===== src/rtl/fcmp_issue.sv =====
// Issue/wait/response sequencer for an external float compare unit.
// Optional FCMP_NAN_EN: NaN operands bypass the comparator.
module fcmp_issue #(
  parameter int TAG_W       = 5,
  parameter int TIMEOUT_CYC = 15
) (
  input  logic             aclk,
  input  logic             areset,
  input  logic             req_valid,
  output logic             req_ready,
  input  logic [31:0]      req_a,
  input  logic [31:0]      req_b,
  input  logic [2:0]       req_op,
  input  logic [TAG_W-1:0] req_tag,
  output logic             cmp_valid,
  output logic [31:0]      cmp_a,
  output logic [31:0]      cmp_b,
  output logic [2:0]       cmp_op,
  input  logic [31:0]      cmp_c_data,
  input  logic             cmp_c_valid,
  output logic             rsp_valid,
  input  logic             rsp_ready,
  output logic             rsp_result,
  output logic [TAG_W-1:0] rsp_tag,
  output logic             rsp_err
);

  typedef enum logic [1:0] {
    IDLE, ISSUE, WAIT, RESP
  } state_t;

  localparam logic [3:0] CNT_LAST = 4'(TIMEOUT_CYC - 1);

  state_t           st_q, st_d;
  logic [31:0]      a_q, a_d;
  logic [31:0]      b_q, b_d;
  logic [2:0]       op_q, op_d;
  logic [TAG_W-1:0] tag_q, tag_d;
  logic [3:0]       cnt_q, cnt_d;
  logic             res_q, res_d;
  logic             err_q, err_d;
  logic             bad_op;
  logic             nan_hit;
  logic             unused_data;

  assign bad_op      = req_op[2] & req_op[1];
  assign unused_data = ^cmp_c_data[31:1];

`ifdef FCMP_NAN_EN
  function automatic logic is_nan(input logic [31:0] v);
    return (&v[30:23]) & (|v[22:0]);
  endfunction
  assign nan_hit = is_nan(req_a) | is_nan(req_b);
`else
  assign nan_hit = 1'b0;
`endif

  always_comb begin
    st_d  = st_q;
    a_d   = a_q;
    b_d   = b_q;
    op_d  = op_q;
    tag_d = tag_q;
    cnt_d = cnt_q;
    res_d = res_q;
    err_d = err_q;
    unique case (st_q)
      IDLE: begin
        if (req_valid) begin
          a_d   = req_a;
          b_d   = req_b;
          op_d  = req_op;
          tag_d = req_tag;
          cnt_d = 4'd0;
          res_d = 1'b0;
          err_d = 1'b0;
          if (bad_op) begin
            err_d = 1'b1;
            st_d  = RESP;
          end else if (nan_hit) begin
            res_d = (req_op == 3'b001);
            st_d  = RESP;
          end else begin
            st_d  = ISSUE;
          end
        end
      end
      ISSUE: st_d = WAIT;
      WAIT: begin
        // A strobe in the last allowed cycle still wins over the timeout
        if (cmp_c_valid) begin
          res_d = cmp_c_data[0];
          err_d = 1'b0;
          st_d  = RESP;
        end else if (cnt_q == CNT_LAST) begin
          res_d = 1'b0;
          err_d = 1'b1;
          st_d  = RESP;
        end else begin
          cnt_d = cnt_q + 4'd1;
        end
      end
      RESP: begin
        if (rsp_ready) st_d = IDLE;
      end
      default: st_d = IDLE;
    endcase
  end

  always_ff @(posedge aclk or posedge areset) begin
    if (areset) begin
      st_q  <= IDLE;
      a_q   <= '0;
      b_q   <= '0;
      op_q  <= '0;
      tag_q <= '0;
      cnt_q <= '0;
      res_q <= 1'b0;
      err_q <= 1'b0;
    end else begin
      st_q  <= st_d;
      a_q   <= a_d;
      b_q   <= b_d;
      op_q  <= op_d;
      tag_q <= tag_d;
      cnt_q <= cnt_d;
      res_q <= res_d;
      err_q <= err_d;
    end
  end

  assign req_ready  = (st_q == IDLE);
  assign cmp_valid  = (st_q == ISSUE);
  assign cmp_a      = a_q;
  assign cmp_b      = b_q;
  assign cmp_op     = op_q;
  assign rsp_valid  = (st_q == RESP);
  assign rsp_result = res_q;
  assign rsp_tag    = tag_q;
  assign rsp_err    = err_q;

endmodule


===== config.mk =====
export PLATFORM = sky130hd
export DESIGN_NAME = fcmp_issue
export DESIGN_NICKNAME = d
export VERILOG_FILES = /design/src/rtl/fcmp_issue.sv
export SDC_FILE = /design/constraint.sdc
export NUM_CORES = 1
export LEC_CHECK = 0
export ABC_AREA = 0
export CORE_MARGIN = 2
export CORE_UTILIZATION = 30
export CTS_CLUSTER_DIAMETER = 100
export DETAILED_ROUTE_END_ITERATION = 10
export PLACE_DENSITY = 0.64
export SETUP_SLACK_MARGIN = 0.3
export SLEW_MARGIN = 20
export SYNTH_ARGS = -nofsm -noshare
export SYNTH_HDL_FRONTEND = slang
export SYNTH_SLANG_ARGS = --single-unit

===== constraint.sdc =====
create_clock -name aclk -period 3.2 [get_ports aclk]
set_input_delay 0.64 -clock aclk [delete_from_list [all_inputs] [get_ports aclk]]
set_output_delay 0.64 -clock aclk [all_outputs]
set_load 0.05 [all_outputs]

==> run metrics, run 1 <==
Warnings, synthesis 0; Vias/cell 4.50; global-route wire length before repair approximately 12 mm; CTS tree done; worst-path cell chain inv_1 > ha_1 > clkdlybuf4s50_1; CP max stage delay roughly 0.87 ns; CTS Buf Count 9; drt drc 0; Rows 38; post-synth cell types 31; FF-to-FF path depth 4; CP max FO 7; worst slew pin tran between 0.9 and 1 ns; Post-Synth Adder-Cell Area 0.0266; crit share post-route 0.853; Max Cap Violations 0; ant diodes 0; Initial Utilization 0.305; grt ovf 0; # port buffers 154; Die X around 110 um; crit start category register; Fin Clk Skew around 0.0063 ns; Worst-Skew Late Latency 0.33 ns; Clock Path Buffers 2; GPL Wtd Cong 0.764; Synth Area in XOR/XNOR 0; peak supply drop around 0.00067 V; Post-Syn Area ~3300 sq um; Avg Inst Size Synth between 15 and 20 sq um; antenna violations before repair 0; largest net degree at the start of global routing 74; cell family contributing the most delay on the critical path buffers and inverters; Clk pin slew, worst setup/hold paths around 0.08 ns; crit end category primary output; initial DRC count 53; Req. time, crit path 2.56 ns; largest family of logic cells by synthesized area multiplexers; CTS Sinks 80; setup TNS 0 ns; H-tree lvl count 3; ANT nets after route 0; ys async rst share 1.00; fmax around 370 MHz; Synth Net Count about 330; Cells after Synth roughly 210; vias in the first global route roughly 2400; Seq/Total Area, Yosys 0.607; post-CTS setup repair buffer count 0; Core ar. 10800 sq um; CP Data Arrival Time 2.09 ns; die height approximately 110 um; crit path time final 2.73 ns; area delta synth->final 56.5%; compound-gate portion of the synthesized area 0.0414; placed insts 500; Post-Synth Simple-Gate Area 0.0342; Clk Tree Root Cell clkbuf_8; relative slew slack 0.352; hold crit path type register to register; routed length per instance between 10 and 15 um; Yosys reg bits 80; Setup CP Type register to primary output; cts repair resizes 0; total die area 11800 sq um; drt first pass iters 4; nets approximately 500; total track usage 0.128; number of hold buffers added after CTS 0; Fin. Hold Viols 0; WP buf/inv 2; share of layout cells above drive strength 1 0.253; P_leak ~2.1 nW; WL final around 7.5 mm; hold depth 1; Ports between 150 and 200; pwr dens between 1000 and 1500 nW/um^2; Final HPWL DP 5.31 mm; Post-Layout Cell Count 516; mux cell area share after synthesis 0.252; Levels on crit path 3; unrepaired setup endpoints after global routing no; final setup fails 0; CP max-delay cell clkdlybuf4s50_1; fin util 0.478; Max Slew Vio Count 0; Main synth FF type dfrtp_1; routed vias 2322; Post-synth EDFFs 0; status finished, final reports clean
-- cell usage after synthesis, drive strengths merged (2+ instances only) --
cell type  count  area (sq um)
mux2          73           822
nor2b          2          12.5
dfrtp         80          2000
nand4          2          12.5
nor3b          2          15.0
ha             7          87.6
inv            7          26.3
nand2          5          21.3
a31oi          3          25.0
a21oi          6          30.0
clkbuf         8           100
-- metrics by stage --
step	area (sq um)	hold WS (ns)	setup slack (ns)	power [W]
floorplan	3300	0.529	0.508	0.00447
global placement	4950	0.486	0.685	0.00568
detailed placement	4950	0.492	0.667	0.00574
CTS	5160	0.510	0.430	0.00657
global route	5160	0.525	0.373	0.00681
finish	5160	0.508	0.470	0.00648
-- where the power goes --
group | internal, W | switching, W | total (W)
clock network | 0.000441 | 0.000359 | 0.000800
registers | 0.00152 | 0.000257 | 0.00178
logic | 0.00149 | 0.00242 | 0.00391
-- layout make-up --
cell class                      count  area (sq um)
Clock buffer                       11           131
Clock inverter                      5          81.3
Fill cell                        1004          5630
Inverter                            7          27.5
Multi-Input combinational cell    117          1170
Sequential cell                    80          2000
Tap cell                          140           175
Timing Repair Buffer              156          1570
-- placed cells by master (no fill, tap or decap), drive strengths merged --
master,count
a221oi,1
nand4b,1
nor2b,2
clkdlybuf4s50,154
a31o,1
and4,1
ha,7
nand2,5
nand3,1
o32ai,1
clkbuf,11
o221ai,1
o21ai,1
inv,6
nand3b,1
or2b,1
clkinv,3
o221a,1
mux2i,1
a31oi,3
nor3b,2
buf,2
a21oi,6
mux2,73
bufinv,2
dfrtp,80
a2bb2oi,1
o22ai,1
and4b,1
nand4,2
a32oi,1
clkinvlp,1
nor2,1
-- flip-flops by register name, summed over array words and instances, names as in the netlist --
register	count
cmp_a	32
cmp_b	32
cmp_op	3
cnt_q	4
rsp_err	1
rsp_result	1
rsp_tag	5
st_q	2
-- path summary, 6_finish.rpt --
| path | startpoint | to | slack (ns) |
|---|---|---|---|
| worst max register to register | st_q[1]$_DFFE_PP0P_ | rsp_tag[3]$_DFFE_PP0P_ | 1.07 |
| worst max-delay path | st_q[1]$_DFFE_PP0P_ | req_ready | 0.47 |
| max in group asynchronous | areset | cmp_a[8]$_DFFE_PP0P_ | 1.90 |
| min in group asynchronous | areset | cmp_b[6]$_DFFE_PP0P_ | 0.70 |
| worst min register to register | cmp_a[19]$_DFFE_PP0P_ | cmp_a[19]$_DFFE_PP0P_ | 0.51 |
| worst min-delay path | cmp_a[19]$_DFFE_PP0P_ | cmp_a[19]$_DFFE_PP0P_ | 0.51 |
-- cells by family after synthesis --
group / after synthesis
AOI/OAI and AO/OA: 18
adders and majority gates: 7
buffers and inverters: 15
DFF: 80
muxes: 74
and+or+nand+nor: 18
-- worst reg2reg max path: cells and delay by family, from the launching register on --
family	cells	cell delay, ns
simple gates	1	0.54
mux	1	0.60
buf+inv	1	0.12
flops	1	0.41
fa+ha+maj	1	0.36
-- per-layer routing --
| layer | wire [um] | track usage |
|---|---|---|
| met5 | 0 | 0 |
| met4 | 63 | 0.0357 |
| met3 | 668 | 0.0502 |
| met2 | 3740 | 0.217 |
| met1 | 2980 | 0.150 |
No activity file was read; power rests on OpenSTA's default activity.
==> run 2, diff against run 1 <==
--- a/config.mk
+++ b/config.mk
@@ -6,6 +6,7 @@
 export NUM_CORES = 1
 export LEC_CHECK = 0
 export ABC_AREA = 0
+export CORE_ASPECT_RATIO = 1.4
 export CORE_MARGIN = 2
 export CORE_UTILIZATION = 30
 export CTS_CLUSTER_DIAMETER = 100
==> run metrics, run 2 (same netlist as run 1, synthesis figures left out) <==
status finished, final reports clean; Worst-Skew Late Latency 0.33 ns (about the same); ANT nets after route 0 (unchanged); Vias/cell 4.45 (-1.1%); Fillers 950 (-5.4%); Max Cap Violations 0 (unchanged); met1 WL 2.89 mm (-3.1%); routed length per instance 14.4 um (about the same); crit start category register; CTS Sinks 80 (unchanged); FF-to-FF path depth 5 (+1); Levels on crit path 3 (unchanged); Die X 92.6 um (-15%); Setup crit end req_ready; cell family contributing the most delay on the critical path buffers and inverters; Max Slew Vio Count 0 (unchanged); CTS tree done; relative slew slack 0.368 (+0.0156); Ports 186 (unchanged); WL final 7.45 mm (about the same); crit share post-route 0.855 (+0.00150); worst-path cell chain inv_1 > ha_1 > clkdlybuf4s50_1; drt first pass iters 4 (unchanged); Core ar. 10800 sq um (-0.36%); P_leak 2.21 nW (+3.2%); drt drc 0 (unchanged); crit end category primary output; H-tree lvl count 3 (unchanged); CTS Buf Count 9 (unchanged); commonest non-fill, non-tap cell in the layout clkdlybuf4s50_1; DR top layer met4; vias in the first global route 2494 (+3.3%); area delta synth->final 61.1%; antenna violations before repair 0 (unchanged); number of hold buffers added after CTS 0 (unchanged); Clk Tree Root Cell clkbuf_16; Post-Layout Cell Count 516 (unchanged); initial DRC count 53 (unchanged); routed length on met3 572 um (-14%); fmax 366 MHz (-0.18%); final setup fails 0 (unchanged); total die area 11900 sq um (+0.11%); CP Data Arrival Time 2.09 ns (about the same); placed insts 500 (unchanged); Critical Path Start st_q[0]$_DFFE_PP0P_; unrepaired setup endpoints after global routing no; setup TNS 0 ns (unchanged); Rows 45 (+18%); Final HPWL DP 5.42 mm (+2.2%); most frequent cells in the layout 154 x clkdlybuf4s50_1, 80 x dfrtp_1, 73 x mux2_2; GPL Wtd Cong 0.693 (-9.3%); worst slew pin tran 0.948 ns (-0.0234 ns); largest net degree at the start of global routing 74 (unchanged); pwr dens 1310 nW/um^2 (+4.0%); global-route wire length before repair 12.0 mm (+1.2%); Clk pin slew, worst setup/hold paths 0.06 ns (-0.02 ns); CP max FO 7 (unchanged); # port buffers 154 (unchanged); WP buf/inv 2 (unchanged); R2R Path End cnt_q[2]$_DFFE_PP0P_; ant diodes 0 (unchanged); R2R setup slack 1.07 ns (about the same); grt ovf 0 (unchanged); peak supply drop 0.000647 V (-2.7%); Req. time, crit path 2.56 ns (about the same); routed vias 2296 (-1.1%); Clock Path Buffers 2 (unchanged); nets 486 (-0.21%); post-CTS setup repair buffer count 0 (unchanged); worst reg2reg path startpoint st_q[0]$_DFFE_PP0P_; CP max stage delay 0.88 ns (about the same); cts repair resizes 0 (unchanged); total power 0.00694 W (+7.1%); die height 128 um (+18%); hold crit path type register to register; CP max-delay cell clkdlybuf4s50_1; Initial Utilization 0.307 (+0.00110); share of layout cells above drive strength 1 0.253 (+0.000674); total track usage 0.128 (+0.000731); crit path time final 2.73 ns (+0.00481 ns); Fin. Hold Viols 0 (unchanged); routed wl met2 3.79 mm (+1.4%); Setup CP Type register to primary output; Fin Clk Skew 0.00385 ns (-0.00248 ns)
-- run 2: changes by cell type in the layout (fill, tap and decap cells not counted), sizes merged --
cell,delta
clkinv,-2
bufinv,+2
buf,-1
-- run 2: worst min path at each step --
stage / startpoint / end / slack [ns] / depth (start not counted)
2_1_floorplan: cnt_q[1]$_DFFE_PP0P_ / cnt_q[1]$_DFFE_PP0P_ / 0.53 / 2
3_3_place_gp: cmp_b[29]$_DFFE_PP0P_ / cmp_b[29]$_DFFE_PP0P_ / 0.49 / 1
3_5_place_dp: rsp_tag[2]$_DFFE_PP0P_ / rsp_tag[2]$_DFFE_PP0P_ / 0.49 / 1
4_1_cts: rsp_tag[2]$_DFFE_PP0P_ / rsp_tag[2]$_DFFE_PP0P_ / 0.51 / 1
5_1_grt: cmp_a[24]$_DFFE_PP0P_ / cmp_a[24]$_DFFE_PP0P_ / 0.52 / 1
6_report: rsp_tag[2]$_DFFE_PP0P_ / rsp_tag[2]$_DFFE_PP0P_ / 0.50 / 1
-- run 2: through the flow --
step / setup WS [ns] / utilization / hold slack [ns] / area [sq um]
after global placement: 0.684 / 0.459 / 0.485 / 4940
after global routing: 0.345 / 0.494 / 0.517 / 5310
after CTS: 0.430 / 0.494 / 0.505 / 5310
after detailed placement: 0.671 / 0.459 / 0.491 / 4940
final: 0.465 / 0.494 / 0.502 / 5310
after floorplan: 0.508 / - / 0.529 / 3300
-- run 2: cell type report --
class                      instances  area (sq um)  share of cell area
clock inverter                     5           128              0.0240
inverter                           7          27.5             0.00518
multi-input combinational        117          1170               0.221
clock buffer                      11           243              0.0457
tap                              141           176              0.0332
sequential                        80          2000               0.377
timing repair buffer             155          1560               0.294
-- run 2: power breakdown --
| part | internal, W | switching (W) |
|---|---|---|
| combinational | 0.00148 | 0.00242 |
| sequential | 0.00152 | 0.000256 |
| clock | 0.000863 | 0.000395 |
| total | 0.00387 | 0.00307 |
-- run 2: per-layer routing --
layer | global-route usage | vias to the layer above
met4 | 0.0720 | 0
met2 | 0.217 | 97
li1 | - | 1072
met3 | 0.0388 | 15
met5 | 0 | -
met1 | 0.144 | 1112
